**config.mk**
```make
export PLATFORM = sky130hd
export DESIGN_NAME = cache_controller
export DESIGN_NICKNAME = d
export VERILOG_FILES = /design/src/rtl/cache_controller.sv
export SDC_FILE = /design/constraint.sdc
export NUM_CORES = 1
export LEC_CHECK = 0
export ABC_AREA = 1
export BUFFER_PORTS_ARGS = -buffer_cell sky130_fd_sc_hd__buf_4
export CORE_MARGIN = 5
export CORE_UTILIZATION = 31
export DETAILED_ROUTE_END_ITERATION = 8
export GPL_TIMING_DRIVEN = 0
export MAX_ROUTING_LAYER = met4
export PLACE_DENSITY = 0.79
export SETUP_SLACK_MARGIN = 0.2
export SYNTH_ARGS = -nofsm -noshare
export SYNTH_HDL_FRONTEND = slang
export SYNTH_SLANG_ARGS = --single-unit
export TNS_END_PERCENT = 5
```
**constraint.sdc**
```tcl
create_clock -name clk_i -period 2.1 [get_ports clk_i]
set_clock_uncertainty 0.2 [all_clocks]
set_input_delay 0.21 -clock clk_i [delete_from_list [all_inputs] [get_ports clk_i]]
set_output_delay 0.21 -clock clk_i [all_outputs]
set_load 0.05 [all_outputs]
```
**src/rtl/cache_controller.sv**
```systemverilog
// Per-request cache controller FSM: decodes hits into set control words and sequences
// dirty-victim write-back followed by word-by-word refill on a miss.
module cache_controller #(
    parameter int TAG_WIDTH    = 26,
    parameter int SET_WIDTH    = 2,
    parameter int OFFSET_WIDTH = 4
) (
    input  logic                 clk_i,
    input  logic                 rst_i,
    input  logic                 read_i,
    input  logic                 write_i,
    input  logic [31:0]          addr_i,
    input  logic                 hit_i,
    input  logic                 dirty_i,
    input  logic [TAG_WIDTH-1:0] tag_i,
    input  logic                 mem_ready_i,
    output logic [4:0]           control_o,
    output logic [31:0]          mem_addr_o,
    output logic                 mem_read_o,
    output logic                 mem_write_o,
    output logic                 ready_o
);

    localparam int CNT_WIDTH = OFFSET_WIDTH - 2;
    localparam logic [CNT_WIDTH-1:0] LAST_WORD = '1;

    // control_o = {write_en, set_valid, set_dirty, strategy_en, offset_sel}
    localparam logic [4:0] CTRL_IDLE      = 5'b00000;
    localparam logic [4:0] CTRL_READ_HIT  = 5'b00011;
    localparam logic [4:0] CTRL_WRITE_HIT = 5'b11111;
    localparam logic [4:0] CTRL_MISS      = 5'b00010;
    localparam logic [4:0] CTRL_FILL_WAIT = 5'b01000;
    localparam logic [4:0] CTRL_FILL_WORD = 5'b11000;

    typedef enum logic [1:0] {
        COMPARE    = 2'd0,
        WRITE_BACK = 2'd1,
        ALLOCATE   = 2'd2
    } state_e;

    state_e                 state_q, state_d;
    logic [CNT_WIDTH-1:0]   cnt_q, cnt_d;
    logic                   request;
    logic                   unused_offset;

    assign request       = read_i | write_i;
    assign unused_offset = ^addr_i[OFFSET_WIDTH-1:0];

    // NOTE: non-blocking assignments in clocked blocks so every flop samples pre-edge values.
    always_ff @(posedge clk_i or posedge rst_i) begin
        if (rst_i) begin
            state_q <= COMPARE;
            cnt_q   <= '0;
        end else begin
            state_q <= state_d;
            cnt_q   <= cnt_d;
        end
    end

    // NOTE: every output and next-state value gets a default first so no latch is inferred.
    always_comb begin
        state_d     = state_q;
        cnt_d       = cnt_q;
        control_o   = CTRL_IDLE;
        mem_addr_o  = '0;
        mem_read_o  = 1'b0;
        mem_write_o = 1'b0;
        ready_o     = 1'b1;

        case (state_q)
            COMPARE: begin
                if (request) begin
                    if (hit_i) begin
                        control_o = write_i ? CTRL_WRITE_HIT : CTRL_READ_HIT;
                    end else begin
                        // strategy_en during the miss cycle lets the set latch its victim way.
                        control_o = CTRL_MISS;
                        ready_o   = 1'b0;
                        cnt_d     = '0;
                        state_d   = dirty_i ? WRITE_BACK : ALLOCATE;
                    end
                end
            end

            WRITE_BACK: begin
                ready_o     = 1'b0;
                mem_write_o = 1'b1;
                mem_addr_o  = {tag_i, addr_i[OFFSET_WIDTH+SET_WIDTH-1:OFFSET_WIDTH], cnt_q, 2'b00};
                if (mem_ready_i) begin
                    if (cnt_q == LAST_WORD) begin
                        cnt_d   = '0;
                        state_d = ALLOCATE;
                    end else begin
                        cnt_d = cnt_q + CNT_WIDTH'(1);
                    end
                end
            end

            ALLOCATE: begin
                ready_o    = 1'b0;
                mem_read_o = 1'b1;
                mem_addr_o = {addr_i[31:OFFSET_WIDTH], cnt_q, 2'b00};
                control_o  = mem_ready_i ? CTRL_FILL_WORD : CTRL_FILL_WAIT;
                if (mem_ready_i) begin
                    if (cnt_q == LAST_WORD) begin
                        cnt_d   = '0;
                        state_d = COMPARE;
                    end else begin
                        cnt_d = cnt_q + CNT_WIDTH'(1);
                    end
                end
            end

            default: begin
                state_d = COMPARE;
                cnt_d   = '0;
            end
        endcase
    end

endmodule

```
==> impl_metrics.yaml <==
drt:
  routed_wirelength_mm: 5.969
  detailedRoute.firstIterationViolations: 71
  detail_route.drc_violations: 0
  detailroute.via_count: 1611
  detail_route.vias_per_cell: 5.299
  drt-wirelength-per-cell_um: 19.63
  number_of_nets_still_failing_antenna_checks_after_routing: 0
  first_drt_pass_iteration_count: 4
critical_path:
  worst_setup_path_endpoint: "mem_addr_o[13]"
  setup.reg_to_reg.worst_slack_ps: 180
  rr_startpoint: "state_q[0]"
  setup.worst_path.end_class: "output pin"
  timing.critical_path.from_type: "flip-flop"
  path_buf_inv: 4
  crit_path_cell_trace: "inv_2 -> ha_4 -> inv_8 -> clkbuf_16 -> a21oi_4 -> buf_6"
  crit_path_top_delay_cell: "sky130_fd_sc_hd__dfrtp_1"
  cp_max_fo: 11
  criticalPathCategory: "flip-flop to output pin"
  critPathTopFamily: "buffers and inverters"
  timing.critical_path.from: "state_q[1]"
  worst_r2r_endpoint: "state_q[1]"
  cp_data_arrival_time_ps: 1670
  cp_num_cells: 6
  worstRegToRegCells: 9
  critPathRequiredTime_ps: 1690
  critical-path-max-stage-delay_ps: 430
placed_design:
  numPlacedInstances: 282
  place_ws_ps: -61.51
  placedInstanceArea_um2: 1841
  place.gp.congestion: 0.7895
  port_buffers: 98
  hpwl_after_detailed_placement_mm: 2.925
power_and_ir_drop:
  total_power_mw: 3.814
  powerDensity_nw_per_um2: 1656
  p_leak_nw: 1.076
  largest_voltage_drop_on_the_vdd_net_mv: 1.701
logic_synthesis:
  post_synth_num_cell_types: 19
  netlist.area_leader.share: 0.3094
  post_synthesis_sequential_area_ratio: 0.1250
  post-synth-top-area-cell: "sky130_fd_sc_hd__nand2_1"
  post_synth_instance_area_um2: 800.8
  syn_area_per_cell_um2: 5.234
  synth_top_cells_by_count: "sky130_fd_sc_hd__nand2_1 (66), sky130_fd_sc_hd__a21oi_1 (26), sky130_fd_sc_hd__inv_1 (13)"
  netlist_instances: 153
  ys_top_cells_by_area: "sky130_fd_sc_hd__nand2_1 (31%), sky130_fd_sc_hd__a21oi_1 (16%), sky130_fd_sc_hd__dfrtp_1 (13%)"
  synth-seq-cells: 4
  async_flop_share: 1.000
  yosysMostFrequentCell: "sky130_fd_sc_hd__nand2_1"
  yosys_warnings: 0
  synth_enable_flop_cells: 0
  synth-main-ff-cell: "sky130_fd_sc_hd__dfrtp_1"
global_routing:
  gr-total-overflow: 0
  pin_count_of_the_biggest_net_entering_global_routing: 11
  initial_antenna_violation_count: 0
  grt_util_all_layers: 0.2592
  grt_first_pass_wirelength_mm: 7.065
  via_count_of_the_first_global_routing_pass: 1528
clock_tree:
  htree_num_levels: 1
  tritoncts_num_sinks: 4
  clockRootBuffer: "sky130_fd_sc_hd__clkbuf_4"
  cts-buffers-inserted: 3
  clock_path_buffers: 2
  cts_tree: "done"
  clkTransAtPathRegs_ps: 40
  insertion_delay_to_the_later_sink_of_the_worst_skew_pair_ps: 250
floorplanning:
  core-area_um2: 2477
  fp.dieH_um: 60.83
  row_cnt: 18
  floorplan.initialDensity: 0.3232
  dieArea_um2: 3700
  floorplan.die.width_um: 60.83
  ios: 105
sta:
  grt_setup_unrepaired: "true"
  slew_violations: 0
  finalCritPeriodShare: 0.9898
  timing.hold.ws_ps: 89.46
  time_the_final_worst_path_needs_with_i_o_delays_and_setup_ps: 2079
  finalHoldViolations: 0
  finalWorstSetupSlack_ps: 21.40
  setup_viol_count_final: 0
  max_freq_ghz: 0.4811
  totalNegativeSetupSlack_ps: 0
min_path:
  hold_path.class: "input port to flip-flop"
  timing.hold.worst.start: "dirty_i"
run_status:
  run_status: "completed"
cells_and_area:
  final_layout_size_suffix_gt1_frac: 0.6679
  postLayoutCoreUtil: 0.9298
  final_layout_fill_cell_count: 96
  final_cell_area_um2: 2303
  final_net_count: 346
  areaGrowthSynthToFinish_pct: 187.7
  non_filler_cells_final: 304
  num_antenna_cells: 0
flow_run:
  max_cap_viol_count: 0
==> worst reg2reg max path, delay by kind of cell, from the launching register on <==
kind / cells / cell delay (ps)
AND/OR/NAND/NOR: 2 / 190
adder cells (fa/ha/maj): 1 / 170
flip-flops: 1 / 390
buffers and inverters: 4 / 550
AO/OA/AOI/OAI: 2 / 290
==> layout by cell type, fill, tap and decap left out, types with 6 or more instances in the layout <==
cell type,n
sky130_fd_sc_hd__a21oi_2,6
sky130_fd_sc_hd__a21oi_4,20
sky130_fd_sc_hd__buf_4,90
sky130_fd_sc_hd__buf_6,27
sky130_fd_sc_hd__inv_1,10
sky130_fd_sc_hd__nand2_1,51
sky130_fd_sc_hd__nand2_2,14
sky130_fd_sc_hd__nor2_1,8
==> what timing repair did <==
item / 4_1_cts / 5_1_grt
setup buffers: 8 / 4
gates resized for setup: 62 / 16
hold buffers: 1 / 0
pin swaps: 2 / 8
cloned: 4 / 2
endpoints found under the hold margin: 4 / 0
setup endpoints to repair: 32 / 34
==> layout make-up <==
type,instances,area [µm²],share of cell area
Clock buffer,3,22.52,0.009777
Buffer,10,130.1,0.05649
Tap cell,30,37.54,0.01630
Sequential cell,4,100.1,0.04345
Timing Repair Buffer,117,1015,0.4405
Multi-Input combinational cell,126,938.4,0.4074
Inverter,14,60.06,0.02607
==> per-layer routing <==
metal,GRT usage,part of all wire,vias to the layer above
li1,-,-,723
met1,0.2684,0.35,765
met2,0.4748,0.53,101
met3,0.04681,0.078,22
met4,0.1084,0.036,0
met5,-,0,-
==> flip-flops by register name, indices dropped and copies added, names as in the netlist <==
signal	count
cnt_q	2
state_q	2
==> how the worst min path moves through the flow <==
stage | slack (ps) | endpoint | cells after the start
after global placement | -100 | cnt_q[0] | 2
final | 90 | state_q[1] | 4
after CTS | 90 | state_q[1] | 4
after detailed placement | -100 | cnt_q[0] | 2
after global routing | 120 | state_q[1] | 4
after floorplan | -220 | cnt_q[0] | 1
==> cell families after synthesis <==
family | Yosys count | synth area share
DFF | 4 | 0.1250
and+or+nand+nor | 84 | 0.4094
AOI/OAI and AO/OA | 35 | 0.2328
adders and majority gates | 5 | 0.07813
other | 1 | 0.004683
buffers and inverters | 24 | 0.1500
==> report_power, final <==
part | internal (mW) | switching (mW)
logic | 1.38 | 2.19
registers | 0.107 | 0.0332
clock network | 0.0643 | 0.0379
(Power assumes the default switching activity.)
